**src/rtl/seg_pkg.sv**
```systemverilog
// Shared 7-segment constants and code-to-pattern lookup for the scan driver.
// Patterns are stored active-low: bit7 = DP, bits 6:0 = g..a.
package seg_pkg;

    localparam logic [7:0] SEG_0    = 8'hC0;
    localparam logic [7:0] SEG_1    = 8'hF9;
    localparam logic [7:0] SEG_2    = 8'hA4;
    localparam logic [7:0] SEG_3    = 8'hB0;
    localparam logic [7:0] SEG_4    = 8'h99;
    localparam logic [7:0] SEG_5    = 8'h92;
    localparam logic [7:0] SEG_6    = 8'h82;
    localparam logic [7:0] SEG_7    = 8'hF8;
    localparam logic [7:0] SEG_8    = 8'h80;
    localparam logic [7:0] SEG_9    = 8'h90;
    localparam logic [7:0] SEG_DASH = 8'hBF;
    localparam logic [7:0] SEG_OFF  = 8'hFF;

    localparam logic [3:0] CODE_DASH = 4'hA;

    // Codes above the dash render with no segments lit; DP is applied separately.
    function automatic logic [7:0] seg_lookup(input logic [3:0] code);
        logic [7:0] pattern;
        case (code)
            4'h0:      pattern = SEG_0;
            4'h1:      pattern = SEG_1;
            4'h2:      pattern = SEG_2;
            4'h3:      pattern = SEG_3;
            4'h4:      pattern = SEG_4;
            4'h5:      pattern = SEG_5;
            4'h6:      pattern = SEG_6;
            4'h7:      pattern = SEG_7;
            4'h8:      pattern = SEG_8;
            4'h9:      pattern = SEG_9;
            CODE_DASH: pattern = SEG_DASH;
            default:   pattern = SEG_OFF;
        endcase
        return pattern;
    endfunction

endpackage

```
**src/rtl/seg_scan_gen_decode.sv**
```systemverilog
// Combinational segment decoder: 4-bit code plus decimal point to an 8-bit
// pattern in the board polarity selected by ACTIVE_LOW.
module seg_decode
    import seg_pkg::*;
#(
    parameter int ACTIVE_LOW = 1
) (
    input  logic [3:0] code,
    input  logic       dp,
    output logic [7:0] pattern
);

    logic [7:0] raw;

    always_comb begin
        raw = seg_lookup(code);
        if (dp) begin
            raw[7] = 1'b0;
        end
        pattern = (ACTIVE_LOW != 0) ? raw : ~raw;
    end

endmodule

```
**src/rtl/seg_scan_gen.sv**
```systemverilog
// Multiplexed 7-segment scan driver with PWM brightness and frame-synchronous
// input shadowing. Optional leading-zero suppression under macro SEG_LZS_EN.
module seg_scan_gen
    import seg_pkg::*;
#(
    parameter int DIGITS     = 8,
    parameter int SCAN_DIV   = 50000,
    parameter int ACTIVE_LOW = 1
) (
    input  logic                  seg_clk,
    input  logic                  seg_rst,
    input  logic [4*DIGITS-1:0]   dsp_data,
    input  logic [DIGITS-1:0]     dp_en,
    input  logic [DIGITS-1:0]     blank_mask,
    input  logic [3:0]            bright,
    output logic [7:0]            seg,
    output logic [DIGITS-1:0]     sel,
    output logic                  frame_tick
);

    localparam int CW       = $clog2(SCAN_DIV);
    localparam int IW       = (DIGITS > 1) ? $clog2(DIGITS) : 1;
    localparam int PWM_STEP = SCAN_DIV / 16;

    localparam logic [CW-1:0]     CNT_LAST = CW'(SCAN_DIV - 1);
    localparam logic [IW-1:0]     IDX_LAST = IW'(DIGITS - 1);
    localparam logic [7:0]        SEG_IDLE = (ACTIVE_LOW != 0) ? 8'hFF : 8'h00;
    localparam logic [DIGITS-1:0] SEL_IDLE = (ACTIVE_LOW != 0) ? {DIGITS{1'b1}} : {DIGITS{1'b0}};

    logic [CW-1:0]       cnt_reg;
    logic [IW-1:0]       idx_reg;
    logic                primed_reg;
    logic [4*DIGITS-1:0] data_reg;
    logic [DIGITS-1:0]   dp_reg;
    logic [DIGITS-1:0]   blank_reg;
    logic [3:0]          bright_reg;
    logic [7:0]          seg_reg;
    logic [DIGITS-1:0]   sel_reg;
    logic                frame_tick_reg;

    logic [3:0]          code_s [DIGITS];
    logic [DIGITS-1:0]   suppress;

    logic                load;
    logic [CW:0]         pwm_thr;
    logic                pwm_on;
    logic                lit;
    logic [DIGITS-1:0]   onehot;
    logic [7:0]          pattern;
    logic [7:0]          seg_next;
    logic [DIGITS-1:0]   sel_next;

    // Digit 0 sits in the most significant nibble of the packed code bus.
    generate
        for (genvar gi = 0; gi < DIGITS; gi++) begin : g_digit
            assign code_s[gi] = data_reg[4*(DIGITS-gi)-1 -: 4];
`ifdef SEG_LZS_EN
            if (gi == DIGITS - 1) begin : g_lsd
                assign suppress[gi] = 1'b0;
            end else begin : g_lead
                logic [gi:0] zero_run;
                for (genvar gj = 0; gj <= gi; gj++) begin : g_run
                    assign zero_run[gj] = (code_s[gj] == 4'h0) && !dp_reg[gj];
                end
                assign suppress[gi] = &zero_run;
            end
`else
            assign suppress[gi] = 1'b0;
`endif
        end
    endgenerate

    assign load = !primed_reg || ((cnt_reg == CNT_LAST) && (idx_reg == IDX_LAST));

    // Threshold can equal SCAN_DIV at full brightness, hence one extra bit.
    assign pwm_thr = (CW+1)'((int'(bright_reg) + 1) * PWM_STEP);
    assign pwm_on  = (bright_reg == 4'hF) || ({1'b0, cnt_reg} < pwm_thr);
    assign lit     = pwm_on && !blank_reg[idx_reg] && !suppress[idx_reg];
    assign onehot  = DIGITS'(1) << idx_reg;

    seg_decode #(
        .ACTIVE_LOW (ACTIVE_LOW)
    ) u_decode (
        .code    (code_s[idx_reg]),
        .dp      (dp_reg[idx_reg]),
        .pattern (pattern)
    );

    always_comb begin
        seg_next = SEG_IDLE;
        sel_next = SEL_IDLE;
        if (lit) begin
            seg_next = pattern;
            sel_next = (ACTIVE_LOW != 0) ? ~onehot : onehot;
        end
    end

    always_ff @(posedge seg_clk or posedge seg_rst) begin
        if (seg_rst) begin
            cnt_reg        <= '0;
            idx_reg        <= '0;
            primed_reg     <= 1'b0;
            data_reg       <= '0;
            dp_reg         <= '0;
            blank_reg      <= '0;
            bright_reg     <= '0;
            seg_reg        <= SEG_IDLE;
            sel_reg        <= SEL_IDLE;
            frame_tick_reg <= 1'b0;
        end else begin
            if (cnt_reg == CNT_LAST) begin
                cnt_reg <= '0;
                idx_reg <= (idx_reg == IDX_LAST) ? '0 : idx_reg + 1'b1;
            end else begin
                cnt_reg <= cnt_reg + 1'b1;
            end

            if (load) begin
                primed_reg <= 1'b1;
                data_reg   <= dsp_data;
                dp_reg     <= dp_en;
                blank_reg  <= blank_mask;
                bright_reg <= bright;
            end

            frame_tick_reg <= load;
            seg_reg        <= seg_next;
            sel_reg        <= sel_next;
        end
    end

    assign seg        = seg_reg;
    assign sel        = sel_reg;
    assign frame_tick = frame_tick_reg;

endmodule

```
**config.mk**
```make
export PLATFORM = sky130hd
export DESIGN_NAME = seg_scan_gen
export DESIGN_NICKNAME = d
export VERILOG_FILES = /design/src/rtl/seg_pkg.sv /design/src/rtl/seg_scan_gen_decode.sv /design/src/rtl/seg_scan_gen.sv
export SDC_FILE = /design/constraint.sdc
export NUM_CORES = 1
export LEC_CHECK = 0
export CAP_MARGIN = 0
export CORE_UTILIZATION = 60
export CTS_CLUSTER_SIZE = 16
export DETAILED_ROUTE_END_ITERATION = 10
export PLACE_DENSITY = 0.86
export SYNTH_ARGS = -nofsm -noshare
export SYNTH_HDL_FRONTEND = slang
export SYNTH_SLANG_ARGS = --single-unit
```
**constraint.sdc**
```tcl
create_clock -name seg_clk -period 10.9 [get_ports seg_clk]
set_clock_uncertainty 0.2 [all_clocks]
set_input_delay 2.725 -clock seg_clk [delete_from_list [all_inputs] [get_ports seg_clk]]
set_output_delay 2.725 -clock seg_clk [all_outputs]
set_load 0.01 [all_outputs]
```
Word-level counts from Yosys, hierarchy flattened
Memory sizes are Yosys's and may differ from the RTL's.
Index checks and enable logic that the tools add are counted.
{"block": "op_classes", "add_sub_neg": 3, "n_mul": 1, "magnitude_cmp": 3, "shifts": 1, "n_bitwise": 2, "div": 0, "muxes": 13, "eq_ne": 3, "n_reduce_logical": 8}
{"operator": "16-bit by 17-bit < comparator with 1-bit output", "n": 1}
{"operator": "5-bit by 12-bit multiplier with 17-bit output, second input constant", "n": 1}
{"operator": "16-bit by 1-bit adder with 16-bit output, second input constant", "n": 1}
{"operator": "16-bit equality test, second input constant", "n": 1}
{"operator": "16-bit two-way mux", "n": 1}
{"operator": "8-bit two-way mux", "n": 2}
{"operator": "4-bit binary-select mux with 3-bit select", "n": 1}
{"operator": "4-bit two-way mux", "n": 2}
{"operator": "8-bit inverter", "n": 1}
{"operator": "1-bit by 3-bit << shifter with 8-bit output, first input constant", "n": 1}
{"operator": "1-bit binary-select mux with 3-bit select", "n": 2}
{"operator": "4-bit by 1-bit adder with 5-bit output, second input constant", "n": 1}
{"operator": "4-bit equality test, second input constant", "n": 1}
{"operator": "4-bit greater-or-equal comparator, second input constant", "n": 1}
{"operator": "3-bit by 4-bit < comparator with 1-bit output, second input constant", "n": 1}
{"operator": "1-bit two-way mux", "n": 4}
{"operator": "3-bit inverter with 4-bit output", "n": 1}
{"operator": "3-bit by 1-bit adder with 3-bit output, second input constant", "n": 1}
{"operator": "3-bit equality test, second input constant", "n": 1}
{"operator": "1-bit logical AND", "n": 3}
{"operator": "1-bit logical NOT", "n": 3}
{"operator": "3-bit two-way mux", "n": 1}
{"operator": "1-bit logical OR", "n": 2}
{"block": "word_totals", "reg_bits": 89, "n_memories": 2, "latchBits": 0, "word_cells": 46, "output_inout_bits": 17, "mem_bits_rw": 0, "mem_bits_ro": 120}
{"name": "(name not given)", "words": 16, "width": 7, "rd": 1, "rd_clocked_by_memory_dff": 0, "write_ports": 0, "line_no": "seg_pkg.sv:23", "text": "case (code)"}
{"name": "(name not given)", "words": 8, "width": 1, "rd": 1, "rd_clocked_by_memory_dff": 0, "write_ports": 0, "line_no": "seg_scan_gen.sv:78", "text": "assign lit = pwm_on && !blank_reg[idx_reg] && !suppress[idx_reg];"}

Depth between registers and ports, before layout
Gate-level depths: netlist of run 1.
{"block": "logic_depth", "depth_word": 7, "mapped_depth": 20, "ltp_nobuf": 19}

By module
From an unflattened synthesis of run 1, not the netlist that was laid out.
{"block": "unflattened", "hier_cells": 440, "hier_area_um2": 5397.7}
{"mod": "seg_scan_gen", "seq_area_each_um2": 2247.2, "cells_each": 406, "n_inst": 1, "area_each_um2": 5167.5}
{"mod": "seg_decode", "seq_area_each_um2": 0.0, "cells_each": 34, "n_inst": 1, "area_each_um2": 230.2}

Worst setup path after synthesis of run 1
OpenSTA, ideal clock, no wires.
{"block": "synth_timing", "kind": "register to register", "startpoint": "register bright_reg[0]", "endpoint": "register sel_reg[4] (netlist: sel[4])", "path_buffers": 1, "required_time_ps": 10610, "period_less_slack_ps": 4778, "arrival_time_ps": 4488, "setup_ps": 90, "path_stages_with_launch": 20, "setup_slack_ps": 6122, "cell_sequence": "dfrtp_1 > ha_1 > xor2_1 > ha_1 > xnor2_1 > ha_1 > ha_1 > ha_1 > a21oi_1 > o22ai_1 > o41ai_1 > o21ai_0 > xnor2_1 > ha_1 > or2_2 > a211oi_1 > o21ai_1 > o21ai_2 > buf_6 > o211ai_1"}
{"block": "synth_via", "elab_chain_cells": 7}
{"element": "from (decl)", "line_no": "seg_scan_gen.sv:36", "text": "logic [3:0] bright_reg;"}
{"element": "from (signal assigned)", "line_no": "seg_scan_gen.sv:123", "text": "bright_reg <= bright;"}
{"element": "4-bit by 1-bit adder with 5-bit output", "line_no": "seg_scan_gen.sv:76", "text": "assign pwm_thr = (CW+1)'((int'(bright_reg) + 1) * PWM_STEP);"}
{"element": "5-bit by 12-bit multiplier with 17-bit output", "line_no": "seg_scan_gen.sv:76"}
{"element": "16-bit by 17-bit < comparator with 1-bit output", "line_no": "seg_scan_gen.sv:77", "text": "assign pwm_on = (bright_reg == 4'hF) || ({1'b0, cnt_reg} < pwm_thr);"}
{"element": "1-bit logical OR *", "line_no": "seg_scan_gen.sv:77"}
{"element": "1-bit logical AND * (2 in a row)", "line_no": "seg_scan_gen.sv:78"}
{"element": "8-bit two-way mux *", "line_no": "seg_scan_gen.sv:92", "text": "if (lit) begin"}
{"element": "named net sel_next[4]", "line_no": "seg_scan_gen.sv:51", "text": "logic [DIGITS-1:0] sel_next;"}
{"element": "to (signal assigned)", "line_no": "seg_scan_gen.sv:128", "text": "sel_reg <= sel_next;"}
{"element": "to (decl)", "line_no": "seg_scan_gen.sv:38", "text": "logic [DIGITS-1:0] sel_reg;"}
Mark *: on every way through the listed nets, which the timed path passes. The rest lies on a longest branch.
A chain may end at the register's enable or synchronous reset.

Final worst setup path of run 1
{"block": "layout_timing", "startpoint": "register bright_reg[0]", "endpoint": "register sel_reg[7] (netlist: sel[7])"}
The elaborated chain is that of the path after synthesis.

==> summary.md, run 1 <==
| Metric | Value |
|---|---|
| PostCTS Resize Cnt | 0 |
| DR pass1 iterations | 7 |
| F_max | approximately 180 MHz |
| Final WL | approximately 11000 um |
| Most frequent cell after synthesis | dfrtp_1 |
| Starting Density | a little over three fifths |
| Io pins | between 70 and 80 |
| Overflow after GRT | 0 |
| Min-delay src | code_s[30]$_DFFE_PP0P_ |
| Status | finished, violations left |
| Max reg flops | 32 |
| Slew at the pin with the worst max-slew slack | between 1 and 1.5 ns |
| CTS Root Buffer Type | clkbuf_8 |
| N_diodes | 0 |
| NumNets Final | ~610 |
| Cell Rows | 34 |
| Reg2reg path depth | 18 |
| Vias per std cell | 5.725 |
| Number of synthesized register bits | 89 |
| Die Span Y | about 100 um |
| Post-synth EDFFs | 0 |
| Critical Path RT | around 11 ns |
| Peak supply drop | 86.58 uV |
| Syn-to-layout area delta | 15.39% |
| DP HPWL | about 8000 um |
| CP Launch Type | register |
| Failing checks | DRC |
| FF-to-FF End | sel[7]$_DFF_PP1_ |
| Ys Warns | 0 |
| Hold Vio Cnt, Final | 0 |
| Area contributors post-synth | dfrtp_1, mux2_4, ha_1 |
| Cell area after layout | approximately 0.0063 mm2 |
| GR Util All Layers | around 25% |
| Die Wd | ~100 um |
| Post-Syn Area | roughly 0.0055 mm2 |
| Max-cap viol count | 0 |
| Worst Hold End | code_s[30]$_DFFE_PP0P_ |
| Async S/R FF share, synth | 100.0% |
| Share of cells above drive strength 1 | a little over a fifth |
| Ys flop type | dfrtp_1 |
| Clk_lat worst skew | roughly 0.35 ns |
| Worst Path Arrival | about 5.6 ns |
| Residual DRC | 6 |
| Synth unique cells | 56 |
| Clock buffer count from CTS | 9 |
| # Post-CTS Setup Buffers | 0 |
| Core region area | 0.008806 mm2 |
| Setup violators final | 0 |
| RePlAce Congestion | roughly 0.85 |
| Mapped Nets | about 540 |
| Hold depth | 1 |
| Initial DRC count | about 170 |
| PortBufs | 70 |
| Placed cell areas | 0.006157 mm2 |
| Reg2reg setup slack | between 5 and 6 ns |
| Sequential fraction of the synthesis area | between 40 and 50% |
| Synth Instances | between 400 and 500 |
| Vias | roughly 3500 |
| FF-to-FF Start | bright_reg[0]$_DFFE_PP0P_ |
| Vias in the first global route | 3775 |
| Yosys top cell by area | dfrtp_1 |
| Initial antenna violation count | 0 |
| Routed Antenna Nets | 0 |
| P_leak | 2.908 nW |
| Hold-fix buffers at CTS | 0 |
| Hold WC Path Type | reg -> reg |
| Placed cell count | 594 |
| Fin. max-slew vios | 0 |
| Share of the synthesized area in the top cell type | roughly a third |
| First-pass GRT wire length | approximately 18000 um |
| RSZ-0062 raised after global routing | no |
| H-tree depth | 3 |
| Routed len/inst | around 18 um |
| Non-Filler Instances | 610 |
| Clk slew on worst S/H paths | approximately 0.09 ns |
| # fillers | between 500 and 600 |
| Crit Path Max Fanout | 16 |
| Part of the cycle the worst path needs | between 50% and 60% |
| Fin Setup TNS | 0 ns |
| CP Class | reg -> reg |
| Die Area | 0.009545 mm2 |
| Syn_area_per_cell | approximately 13 um2 |
| CTS Sinks | 89 |
| CP Capture Type | register |
| Fin crit period | approximately 5.5 ns |
| CTS tree | done |
| Most frequent cells after synthesis | dfrtp_1, ha_1, mux2_4, inv_1, xor2_1 |
| Maximum clock path buffer count | 2 |
| Slew HR | 28.13% |
| Largest net degree at the start of global routing | 90 |
| Pwr Density | between 100 and 150 mW/mm2 |
per-layer routing:
layer,wire length [um],vias up,track usage [%]
met2,5261,90,40.53
met3,528,15,5.252
met1,4745,1708,32.64
met5,0,-,0
met4,187,0,9.324
li1,-,1679,-
through the flow:
stage	util, %	setup slack, ns	total power, mW	hold slack (ns)
2_1_floorplan	-	5.695	0.6292	0.2708
3_3_place_gp	69.92	5.617	0.7057	0.2860
3_5_place_dp	69.92	5.446	0.7193	0.2916
4_1_cts	72.01	5.435	0.9296	0.3150
5_1_grt	72.01	4.977	0.9899	0.3350
6_report	72.01	5.387	0.9256	0.3112
power breakdown:
part / switching (mW) / total (mW) / internal [mW]
clock: 0.123 / 0.209 / 0.0855
combinational: 0.172 / 0.341 / 0.168
sequential: 0.0154 / 0.376 / 0.361
cells by family after synthesis:
logic type	Yosys count	synth area share, %
compound gates	61	7.127
xor+xnor	31	4.941
fa+ha+maj	57	13.11
buf+inv	41	5.100
flops	89	40.89
mux	73	21.17
other cells	2	0.1367
simple gates	76	7.514
worst max path at each step:
stage / startpoint / end / slack [ns] / cells past startpoint
after detailed placement: bright_reg[0]$_DFFE_PP0P_ / sel[4]$_DFF_PP1_ / 5.45 / 18
final: bright_reg[0]$_DFFE_PP0P_ / sel[7]$_DFF_PP1_ / 5.39 / 18
after floorplan: seg_rst / blank_reg[0]$_DFFE_PP0P_ / 5.69 / 1
after CTS: bright_reg[0]$_DFFE_PP0P_ / sel[7]$_DFF_PP1_ / 5.44 / 18
after global routing: bright_reg[0]$_DFFE_PP0P_ / sel[7]$_DFF_PP1_ / 4.98 / 18
after global placement: bright_reg[0]$_DFFE_PP0P_ / sel[6]$_DFF_PP1_ / 5.62 / 18
critical path, cell delays in order (launching register included):
cell and delay, ns:
dfrtp_1 0.48, ha_1 0.26, xor2_1 0.30, ha_1 0.26, xnor2_1 0.13, ha_1 0.24
ha_1 0.28, ha_1 0.34, a21oi_1 0.22, o22ai_1 0.15, o41ai_1 0.53, o21ai_0 0.22
xnor2_1 0.16, ha_1 0.28, or2_2 0.29, a211oi_1 0.24, o21ai_1 0.11, o21ai_2 0.53
o21ai_0 0.20
area by class of cell:
cell class	instances	area (um2)	share of cell area, %
repair buffers	71	708.2	11.17
multi-input cells	300	2968	46.80
flip-flops and latches	89	2247	35.44
well taps	108	135.1	2.131
inverters	26	98.84	1.559
clock buffers	10	127.6	2.013
clock inverters	6	56.30	0.8879
placed cells by master, fill, tap and decap left out, drive strengths merged, types with 13 or more instances in the layout:
master / instances
xor2: 19
clkdlybuf4s50: 70
nand2: 13
o21ai: 26
inv: 25
mux2: 54
nand3: 13
dfrtp: 73
dfstp: 16
ha: 56
nor2: 17
No activity file was read; power rests on OpenSTA's default activity.
==> inputs of run 2 (changes only) <==
--- a/config.mk
+++ b/config.mk
@@ -6,10 +6,10 @@
 export NUM_CORES = 1
 export LEC_CHECK = 0
 export CAP_MARGIN = 0
-export CORE_UTILIZATION = 60
+export CORE_UTILIZATION = 51
 export CTS_CLUSTER_SIZE = 16
 export DETAILED_ROUTE_END_ITERATION = 10
-export PLACE_DENSITY = 0.86
+export PLACE_DENSITY = 0.77
 export SYNTH_ARGS = -nofsm -noshare
 export SYNTH_HDL_FRONTEND = slang
 export SYNTH_SLANG_ARGS = --single-unit
==> constraint.sdc (replaced) <==
create_clock -name seg_clk -period 4.5 [get_ports seg_clk]
set_clock_uncertainty 0.2 [all_clocks]
set_input_delay 1.125 -clock seg_clk [delete_from_list [all_inputs] [get_ports seg_clk]]
set_output_delay 1.125 -clock seg_clk [all_outputs]
set_load 0.01 [all_outputs]
==> summary.md, run 2 (synthesis gave the netlist of run 1 again) <==
| Metric | Value |
|---|---|
| First-pass GRT wire length | between 15000 and 20000 um |
| CP Capture Type | register |
| Overflow after GRT | 0 |
| Final Util | between 60% and 70% |
| Clock buffer count from CTS | 9 |
| RSZ-0062 raised after global routing | yes |
| Vias | ~3700 |
| GR Util All Layers | 21.39% |
| Critical Path RT | between 4 and 5 ns |
| N_diodes | 0 |
| Most frequent cells in the layout | dfrtp_1, clkdlybuf4s50_1, mux2_4 |
| Pwr Density | ~370 mW/mm2 |
| Vias per std cell | roughly 5.5 |
| Peak supply drop | 239.7 uV |
| Routed Antenna Nets | 0 |
| Hold slack | about 0.31 ns |
| Residual DRC | 0 |
| Fin crit period | around 4.6 ns |
| Cell Rows | 37 |
| Die Area | roughly 0.011 mm2 |
| Fin. max-slew vios | 0 |
| Hold WC Path Type | reg -> reg |
| Core region area | a little over 0.01 mm2 |
| DP Worst Slack | -0.3743 ns |
| Clk slew on worst S/H paths | around 0.09 ns |
| Die Span Y | between 100 and 150 um |
| Clk_lat worst skew | 0.36 ns |
| CTS tree | done |
| Hold Vio Cnt, Final | 0 |
| Setup violators final | 16 |
| Max-cap viol count | 0 |
| Crit Path Max Fanout | 8 |
| Syn-to-layout area delta | 26.28% |
| Status | finished, violations left |
| CTS Root Buffer Type | clkbuf_8 |
| CTS Sinks | around 90 |
| Maximum clock path buffer count | 2 |
| Most common cell after layout, fill and taps aside | dfrtp_1 |
| Starting Density | a little over half |
| F_max | 217.5 MHz |
| Slew HR | 28.92% |
| CP Class | reg -> reg |
| Slew at the pin with the worst max-slew slack | approximately 1.1 ns |
| Share of cells above drive strength 1 | 31.59% |
| Failing checks | setup timing |
| PortBufs | 70 |
| Overall power | 2.586 mW |
| Vias in the first global route | 3753 |
| Setup WS post-layout | -0.09814 ns |
| H-tree depth | 3 |
| Io pins | 71 |
| RePlAce Congestion | 0.8586 |
| Worst Path Arrival | 4.67 ns |
| Die Wd | 105.8 um |
| CP Launch Type | register |
| DP HPWL | between 8000 and 9000 um |
| Part of the cycle the worst path needs | 102.2% |
| P_leak | slightly above 3 nW |
| Routed len/inst | 16.48 um |
| DR pass1 iterations | 5 |
| Final WL | 11060 um |
| NumNets Final | about 640 |
| Initial DRC count | 151 |
| Hold-fix buffers at CTS | 0 |
| Largest net degree at the start of global routing | 54 |
| Initial antenna violation count | 0 |
| Max reg flops | 32 |
==> run 2: power breakdown <==
part           total [mW]  switching [mW]  internal (mW)
Combinational        1.17           0.544          0.622
Clock               0.512           0.278          0.234
Sequential          0.908          0.0335          0.874
==> run 2: routing by layer <==
| metal | vias to the layer above | wire (um) | track usage (%) |
|---|---|---|---|
| li1 | 1745 | - | - |
| met1 | 1807 | 4870 | 27.81 |
| met2 | 92 | 5502 | 35.39 |
| met3 | 21 | 415 | 3.958 |
| met4 | 0 | 268 | 8.433 |
| met5 | - | 0 | 0 |
==> run 2: metrics by stage <==
stage	cell area (um2)	TNS (ns)	cells
detailed placement	6457	-5.120	650
global route	6939	-3.513	671
finish	6939	-1.260	671
CTS	6875	-0.04423	669
floorplan	5550	0	430
global placement	6457	-3.423	650
==> run 2: critical path: stages, from the launching register on <==
cell       delay, ns
dfrtp_2         0.45
ha_4            0.19
and3_4          0.20
ha_4            0.17
xnor2_2         0.13
ha_1            0.31
ha_4            0.23
ha_4            0.29
nand3b_1        0.13
a22o_1          0.23
a211oi_2        0.28
o21ai_1         0.10
xor2_1          0.16
ha_1            0.33
nand4_1         0.20
nor3_2          0.08
a211o_1         0.31
o21ai_4         0.24
clkbuf_16       0.19
o21ai_0         0.07
==> run 2: what timing repair did <==
action / in CTS / in global routing
setup buffers: 2 / 2
endpoints found under the setup margin: 16 / 16
resized for setup: 29 / 7
gates cloned: 1 / 0
pin swaps: 15 / 3
==> run 2: area by class of cell <==
cell class              count  area [um2]
fillers                   741        3431
flip-flops and latches     89        2250
repair buffers            104       985.9
clock inverters             4       25.02
well taps                 136       170.2
inverters                  26       98.84
multi-input cells         300        3253
clock buffers              12       156.4
==> run 2: final timing paths <==
| kind | cells past startpoint | from | slack [ns] | to |
|---|---|---|---|---|
| hold reg to reg | 1 | cnt_reg[0]$_DFF_PP0_ | 0.31 | cnt_reg[0]$_DFF_PP0_ |
| min in group asynchronous | 2 | seg_rst | 1.00 | code_s[21]$_DFFE_PP0P_ |
| setup reg to reg | 19 | bright_reg[1]$_DFFE_PP0P_ | -0.1 | seg[2]$_DFF_PP1_ |
| max in group asynchronous | 3 | seg_rst | 2.17 | sel[7]$_DFF_PP1_ |
| hold / removal | 1 | cnt_reg[0]$_DFF_PP0_ | 0.31 | cnt_reg[0]$_DFF_PP0_ |
| setup / recovery | 19 | bright_reg[1]$_DFFE_PP0P_ | -0.1 | seg[2]$_DFF_PP1_ |
==> inputs of run 3 (changes only) <==
--- a/config.mk
+++ b/config.mk
@@ -5,6 +5,7 @@
 export SDC_FILE = /design/constraint.sdc
 export NUM_CORES = 1
 export LEC_CHECK = 0
+export ABC_CLOCK_PERIOD_IN_PS = 4500
 export CAP_MARGIN = 0
 export CORE_UTILIZATION = 51
 export CTS_CLUSTER_SIZE = 16
==> results of run 3 <==
No change in the layout: final DEF, timing and power equal those of run 2.
